--- src/rtl/coh_data_fifo.sv ---
// Coherent-data FIFO: rounds, shifts and saturates correlator I/Q, packs each result with
// its coherent-buffer address and flags, and queues it for the coherent sum arbiter.
module coh_data_fifo #(
  parameter int DEPTH = 8,
  parameter int IN_W  = 24
) (
  input  logic                   clk,
  input  logic                   rst_b,
  input  logic                   cor_valid,
  output logic                   cor_ready,
  input  logic [2:0]             cor_index,
  input  logic signed [IN_W-1:0] cor_i,
  input  logic signed [IN_W-1:0] cor_q,
  input  logic [6:0]             chan_base,
  input  logic                   first_coh,
  input  logic                   ow_protect,
  input  logic [2:0]             scale_shift,
  input  logic                   fifo_clear,
  input  logic                   fifo_rd,
  output logic                   fifo_empty,
  output logic [43:0]            fifo_data,
  output logic                   overflow,
  output logic                   saturated,
  input  logic                   flag_clr
);

  localparam int AW    = $clog2(DEPTH);
  localparam int EXT_W = IN_W + 1;
  localparam logic signed [EXT_W-1:0] SAT_MAX = EXT_W'(32767);
  localparam logic signed [EXT_W-1:0] SAT_MIN = -EXT_W'(32768);

  typedef logic [AW:0] cnt_t;

  logic [43:0]   mem [DEPTH];
  logic [AW-1:0] wptr, rptr;
  cnt_t          count;
  logic          s1_valid;
  logic [43:0]   s1_data;

  logic          accept, drop, do_write, do_read;
  logic [16:0]   i_res, q_res;

  // Returns {clipped, value}: round half up, arithmetic shift, clamp to 16-bit signed.
  function automatic logic [16:0] round_sat(input logic signed [IN_W-1:0] x,
                                            input logic [2:0] s);
    logic signed [EXT_W-1:0] ext, sum, r;
    ext = {x[IN_W-1], x};
    sum = ext;
    if (s != 3'd0) sum = ext + (EXT_W'(1) << (s - 3'd1));
    r = sum >>> s;
    if (r > SAT_MAX)      return {1'b1, 16'h7FFF};
    else if (r < SAT_MIN) return {1'b1, 16'h8000};
    else                  return {1'b0, r[15:0]};
  endfunction

  assign i_res = round_sat(cor_i, scale_shift);
  assign q_res = round_sat(cor_q, scale_shift);

  // Ready depends only on registered state, never on cor_valid.
  assign cor_ready  = (count + cnt_t'(s1_valid)) < cnt_t'(DEPTH);
  assign fifo_empty = (count == '0);

  assign accept   = cor_valid && cor_ready && !fifo_clear;
  assign drop     = cor_valid && !cor_ready && !fifo_clear;
  assign do_write = s1_valid && !fifo_clear;
  assign do_read  = fifo_rd && !fifo_empty && !fifo_clear;

  // NOTE: all sequential state uses non-blocking assignments so every register samples
  // pre-edge values; blocking here would make results depend on process order.
  always_ff @(posedge clk) begin
    if (!rst_b) begin
      wptr      <= '0;
      rptr      <= '0;
      count     <= '0;
      s1_valid  <= 1'b0;
      s1_data   <= '0;
      fifo_data <= '0;
    end else if (fifo_clear) begin
      wptr      <= '0;
      rptr      <= '0;
      count     <= '0;
      s1_valid  <= 1'b0;
      fifo_data <= '0;
    end else begin
      s1_valid <= accept;
      if (accept)
        s1_data <= {chan_base, cor_index, ow_protect, first_coh, i_res[15:0], q_res[15:0]};
      if (do_write) wptr <= wptr + AW'(1);
      if (do_read) begin
        rptr      <= rptr + AW'(1);
        fifo_data <= mem[rptr];
      end
      count <= count + cnt_t'(do_write) - cnt_t'(do_read);
    end
  end

  // NOTE: storage array is deliberately not reset; pointers and count define validity,
  // and leaving it unreset lets it map onto RAM/register-file cells.
  always_ff @(posedge clk) begin
    if (do_write) mem[wptr] <= s1_data;
  end

  // Sticky flags: a same-cycle set takes priority over flag_clr; fifo_clear leaves them alone.
  always_ff @(posedge clk) begin
    if (!rst_b) begin
      overflow  <= 1'b0;
      saturated <= 1'b0;
    end else begin
      if (drop)          overflow <= 1'b1;
      else if (flag_clr) overflow <= 1'b0;

      if (accept && (i_res[16] || q_res[16])) saturated <= 1'b1;
      else if (flag_clr)                      saturated <= 1'b0;
    end
  end

endmodule

--- config.mk ---
export PLATFORM = sky130hd
export DESIGN_NAME = coh_data_fifo
export DESIGN_NICKNAME = d
export VERILOG_FILES = /design/src/rtl/coh_data_fifo.sv
export SDC_FILE = /design/constraint.sdc
export NUM_CORES = 1
export LEC_CHECK = 0
export ABC_CLOCK_PERIOD_IN_PS = 12600
export CAP_MARGIN = 20
export CORE_ASPECT_RATIO = 0.5
export CORE_UTILIZATION = 25
export DETAILED_ROUTE_END_ITERATION = 7
export PLACE_DENSITY = 0.4
export SLEW_MARGIN = 25
export SYNTH_ARGS = -nofsm -noshare
export SYNTH_HDL_FRONTEND = slang
export SYNTH_SLANG_ARGS = --single-unit
--- constraint.sdc ---
create_clock -name clk -period 12.6 [get_ports clk]
set_input_delay 2.52 -clock clk [delete_from_list [all_inputs] [get_ports clk]]
set_output_delay 2.52 -clock clk [all_outputs]
set_load 0.005 [all_outputs]
==> out/metrics.cfg, run 1 <==
[sta]
maxSlewHeadroom_pct = 41.9
min_period_ns = 8.49
fin_skew_ns = 0.0267
hold_viol_final = 0
finalMaxSlewViolations = 0
hold_slack_ns = 0.498
finalWorstSetupSlack_ns = 4.11
tightest_slew_ns = 0.872
fin_crit_sh_pct = 67.4
finalSetupViolations = 0
rsz0062_at_grt = no
setup_tns_ns = 0
max_freq_mhz = 118

[clock_network]
clockBufferDepth = 3
root_buffer = clkbuf_16
cts_tree = yes
clkSinkCount = 453
htree_levels = 2
cts_buffers = 48
path_clk_slew_ns = 0.06
cts_post_setup_buffers_inserted = 0
ctsHoldBuffers = 0
cts_resized = 0
clkLatencyLatePin_ns = 0.59

[setup_path]
critPathKind = in -> reg
crit_arrival_ns = 8.94
required_ns = 13.05
cp-start-kind = input pin
ff2ff_path_depth = 4
crit-reg2reg-launch = s1_valid$_SDFF_PP0_
startpoint = scale_shift[2]
r2r_setup_slack_ns = 9.69
end_kind = register
path_max_fanout = 50
crit-reg2reg-capture = mem[2][14]$_DFFE_PP_

[layout]
layout.nets = 1737
layout_commonest_cell = edfxtp_1
drive_gt1_share_pct = 14.0
fill_cells = 8305
syn2layout_area_growth_pct = 18.4
antenna-diode-count = 0
final_cell_mix = 352 x edfxtp_1, 124 x nand2_1, 112 x clkdlybuf4s50_1, 107 x nor2_1, 98 x dfxtp_1
layoutNonFillerInstCount = 2789
stdcell_area_sq_um = 25000
postLayoutCoreUtil_pct = 30.3

[detailed_routing]
vias = 13300
ant_nets = 0
firstDrtPassIters = 5
viasPerCell = 4.77
drt-total-wl_microns = 58900
drtIter0Drc = 927
routedWlPerCell_microns = 21.1
drc = 0

[logic_synthesis]
synth-edff-count = 352
yosysWarnings = 0
syn_inst = 1569
ys_ff_latch = 453
syn_nets = 1659
synth_cell_types = 91
seq_area_frac_synth_pct = 59.6
syn_area_sq_um = 21100
postSynthAreaPerCell_sq_um = 13.5
synth-main-ff-cell = edfxtp_1
synth-async-reset-ratio_pct = 0

[placed_design]
globalplace.congestion = 0.774
io_buffer_count = 116
hpwl_microns = 37000
preCtsSetupSlack_ns = 3.46
placed_area_sq_um = 23500
placedCellCount = 2699

[global_route]
grt_overflow_total = 0
grt_first_pass_wirelength_microns = 89400
grt_use_total_pct = 13.7
antenna_found_initial = 0
grt_start_max_net_pins = 63
grt_pass1_vias = 13700

[die]
core_area_sq_um = 82600
die_w_microns = 413
ios = 117
die_y_microns = 208
num_rows = 74
start_util_pct = 25.6
die_area_sq_um = 85700

[pwr]
p_leak_nw = 7.77
p_total_mw = 3.29
ir_worst_vdd_mv = 0.0885
power_density_nw_per_um2 = 132

[min_path]
min_from = fifo_data[0]$_SDFFE_PP0P_
hp-class = reg -> reg
min_path_cells = 2
holdPathEnd = fifo_data[0]$_SDFFE_PP0P_

[status]
outcome = complete, no violations

[flow_run]
maxCapViolations = 0

-- kinds of logic after synthesis --
group,synth area share (%)
mux,13.6
simple gates,9.01
flops,59.6
compound gates,11.3
fa+ha+maj,1.28
buf+inv,2.65
xor+xnor,2.53
-- cells in the mapped netlist, drive strengths merged, types with 19 or more instances --
library cell / n / area [sq um]
buf: 35 / 186
a21oi: 64 / 328
edfxtp: 352 / 10600
o211ai: 21 / 158
mux2i: 75 / 751
nor2: 110 / 415
nor3: 19 / 100
dfxtp: 101 / 2020
clkbuf: 79 / 298
o21ai: 63 / 315
ha: 20 / 250
xor2: 27 / 236
xnor2: 34 / 298
mux4: 92 / 2070
nand3: 32 / 160
nand2: 124 / 465
a211oi: 57 / 458
-- per-layer routing --
layer  share of wire (%)  up-vias  GRT usage [%]
met3                 2.8       64           1.55
li1                    -     6259              -
met1                  49     6771           19.7
met4                 1.6        0           3.22
met5                   0        -              0
met2                  46      199           21.9
-- report_power, final --
group / internal [mW] / switching, mW
clock network: 0.792 / 0.587
registers: 1.63 / 0.0314
logic: 0.0991 / 0.155
total: 2.52 / 0.773
-- worst max path at each step --
stage               slack [ns]                       end  depth (start not counted)
floorplan                 5.10    saturated$_SDFFE_PN0P_                         21
global placement          3.61  s1_data[14]$_SDFFE_PN0P_                         17
detailed placement        3.46  s1_data[14]$_SDFFE_PN0P_                         17
CTS                       4.09  s1_data[14]$_SDFFE_PN0P_                         17
global route              3.47   s1_data[3]$_SDFFE_PN0P_                         17
finish                    4.11  s1_data[14]$_SDFFE_PN0P_                         17
-- final cells by class --
class | count | area (sq um) | share of cell area, %
flip-flops and latches | 453 | 12600 | 50.4
multi-input cells | 982 | 8060 | 32.2
well taps | 1102 | 1380 | 5.51
clock buffers | 65 | 1350 | 5.38
repair buffers | 142 | 1340 | 5.34
clock inverters | 25 | 204 | 0.816
inverters | 20 | 75.1 | 0.300
-- state kept, by name (all words and copies together), names as in the netlist --
name	count
count	4
fifo_data	44
mem	352
overflow	1
rptr	3
s1_data	44
s1_valid	1
saturated	1
wptr	3
-- critical path, cell delays in order --
cell	delay (ns)
buf_2	0.08
buf_4	0.44
clkinv_1	0.84
ha_1	0.94
and2_1	0.24
ha_1	0.20
ha_1	0.18
a31oi_2	0.06
o311ai_2	0.70
a31o_1	0.48
nand3_1	0.15
xnor2_1	0.21
a221oi_1	0.52
a41oi_1	0.20
o41a_1	0.51
nor2_2	0.48
a21oi_1	0.14
No activity file was read; power rests on OpenSTA's default activity.
==> inputs of run 2 (changes only) <==
--- a/config.mk
+++ b/config.mk
@@ -5,7 +5,7 @@
 export SDC_FILE = /design/constraint.sdc
 export NUM_CORES = 1
 export LEC_CHECK = 0
-export ABC_CLOCK_PERIOD_IN_PS = 12600
+export ABC_CLOCK_PERIOD_IN_PS = 8270
 export CAP_MARGIN = 20
 export CORE_ASPECT_RATIO = 0.5
 export CORE_UTILIZATION = 25
==> constraint.sdc (replaced) <==
create_clock -name clk -period 8.27 [get_ports clk]
set_input_delay 1.654 -clock clk [delete_from_list [all_inputs] [get_ports clk]]
set_output_delay 1.654 -clock clk [all_outputs]
set_load 0.005 [all_outputs]
==> run 2 against run 1 <==
Utilization hardly changed. Combinational power is 54% higher. Hold slack worse by 0.0026 ns. Sequential share of layout area hardly changed. Sequential cell count stayed put. Final cell count hardly changed. First-iteration DRC count is 12% lower. Largest power group unchanged. Highest routed layer unchanged.
==> out/metrics.cfg, run 2 (synthesis results as in run 1) <==
[global_route]
antenna_found_initial = 0
grt_pass1_vias = 13400
grt_start_max_net_pins = 92
grt_first_pass_wirelength_microns = 88900
grt_overflow_total = 0
grt_use_total_pct = 13.6

[detailed_routing]
met1_length_microns = 29500
drtIter0Drc = 820
vias = 13200
routedWlPerCell_microns = 21.1
viasPerCell = 4.73
ant_nets = 0
firstDrtPassIters = 5
wl_met2_microns = 26900
met3_length_microns = 1610
drc = 0
top_layer_used = met4
drt-total-wl_microns = 59000

[die]
ios = 117
core_area_sq_um = 82600
die_area_sq_um = 85700
die_y_microns = 208
die_w_microns = 413
start_util_pct = 25.6
num_rows = 74

[clock_network]
htree_levels = 2
ctsHoldBuffers = 0
clockBufferDepth = 3
clkSinkCount = 453
clkLatencyLatePin_ns = 0.59
cts_post_setup_buffers_inserted = 0
root_buffer = clkbuf_16
path_clk_slew_ns = 0.06
cts_resized = 0
cts_tree = yes
cts_buffers = 48

[sta]
hold_viol_final = 0
maxSlewHeadroom_pct = 33.5
max_freq_mhz = 146
finalSetupViolations = 0
fin_skew_ns = 0.0439
fin_crit_sh_pct = 82.7
finalMaxSlewViolations = 0
rsz0062_at_grt = no
min_period_ns = 6.84
hold_slack_ns = 0.496
setup_tns_ns = 0
tightest_slew_ns = 0.997

[min_path]
min_path_cells = 2
hp-class = reg -> reg

[layout]
layout.nets = 1741
layout_commonest_cell = edfxtp_1
syn2layout_area_growth_pct = 18.3
largest_register_ffs = 352
top_register = mem
drive_gt1_share_pct = 14.0
top_regs = mem: 352 flops, fifo_data: 44 flops, s1_data: 44 flops
layoutNonFillerInstCount = 2791
final_cell_mix = 352 x edfxtp_1, 124 x nand2_1, 112 x clkdlybuf4s50_1, 107 x nor2_1, 98 x dfxtp_1
fill_cells = 8332
stdcell_area_sq_um = 25000

[placed_design]
placed_area_sq_um = 23500
io_buffer_count = 116
hpwl_microns = 36900
globalplace.congestion = 0.795
placedCellCount = 2703

[pwr]
p_leak_nw = 7.76
power_density_nw_per_um2 = 199
ir_worst_vdd_mv = 0.122

[setup_path]
critPathKind = in -> reg
end_kind = register
required_ns = 8.72
ff2ff_path_depth = 13
cp-start-kind = input pin
path_max_fanout = 14
crit_arrival_ns = 7.29

[status]
outcome = complete, no violations

[flow_run]
maxCapViolations = 0

[run 2: cell types whose count changed in the layout (fill, tap and decap cells not counted)]
cell,previous run,this run
nor3b_2,2,1
clkinv_1,13,7
diode_2,0,1
clkinv_8,1,0
clkinv_2,8,4
nor3b_1,5,6
clkbuf_1,10,16
bufinv_16,2,0
buf_4,26,30
clkbuf_8,6,9
clkinvlp_4,1,0
inv_6,0,2
[run 2: path summary, 6_finish.rpt]
path,startpoint,end,slack (ns)
min reg2reg,fifo_data[35]$_SDFFE_PP0P_,fifo_data[35]$_SDFFE_PP0P_,0.50
min,fifo_data[35]$_SDFFE_PP0P_,fifo_data[35]$_SDFFE_PP0P_,0.50
max reg2reg,count[2]$_SDFF_PP0_,count[2]$_SDFF_PP0_,5.09
max,scale_shift[0],s1_data[7]$_SDFFE_PN0P_,1.43
[run 2: layout make-up]
cell class,count,area (sq um),area share (%)
clock inverters,13,95.1,0.381
repair buffers,146,1370,5.47
flip-flops and latches,453,12600,50.4
well taps,1102,1380,5.52
diodes,1,2.50,0.0100
clock buffers,74,1410,5.64
inverters,20,75.1,0.300
multi-input cells,982,8060,32.3
[run 2: per-layer routing]
layer	up-vias	GRT usage [%]
li1	6279	-
met1	6664	20.0
met2	212	21.5
met3	58	1.48
met4	0	2.93
met5	-	0
[run 2: where the power goes]
part / switching (mW) / internal [mW] / total (mW) / leakage, nW
registers: 0.0493 / 2.48 / 2.53 / 4.08
logic: 0.238 / 0.153 / 0.390 / 2.95
clock network: 0.880 / 1.18 / 2.06 / 0.736
[run 2: stage by stage]
stage                     total power, mW  setup slack, ns  utilization [%]
after floorplan                      2.81             1.64                -
after global placement               2.98            0.875             28.4
after detailed placement             2.97            0.764             28.4
after CTS                            5.06             1.42             30.3
after global routing                 5.18            0.943             30.3
final                                4.98             1.43             30.3
[run 2: critical path: stages]
cell	delay, ns
buf_2	0.10
inv_1	0.05
nand2_1	0.32
clkinv_1	0.54
ha_1	0.56
buf_4	0.21
nor2_1	0.24
ha_1	0.35
and3_1	0.23
a211o_1	0.30
o22ai_2	0.36
a211oi_1	0.11
xnor2_1	0.35
o2bb2ai_1	0.12
a221oi_1	0.45
a41oi_1	0.20
o41a_1	0.50
nor2_2	0.49
a21oi_1	0.13
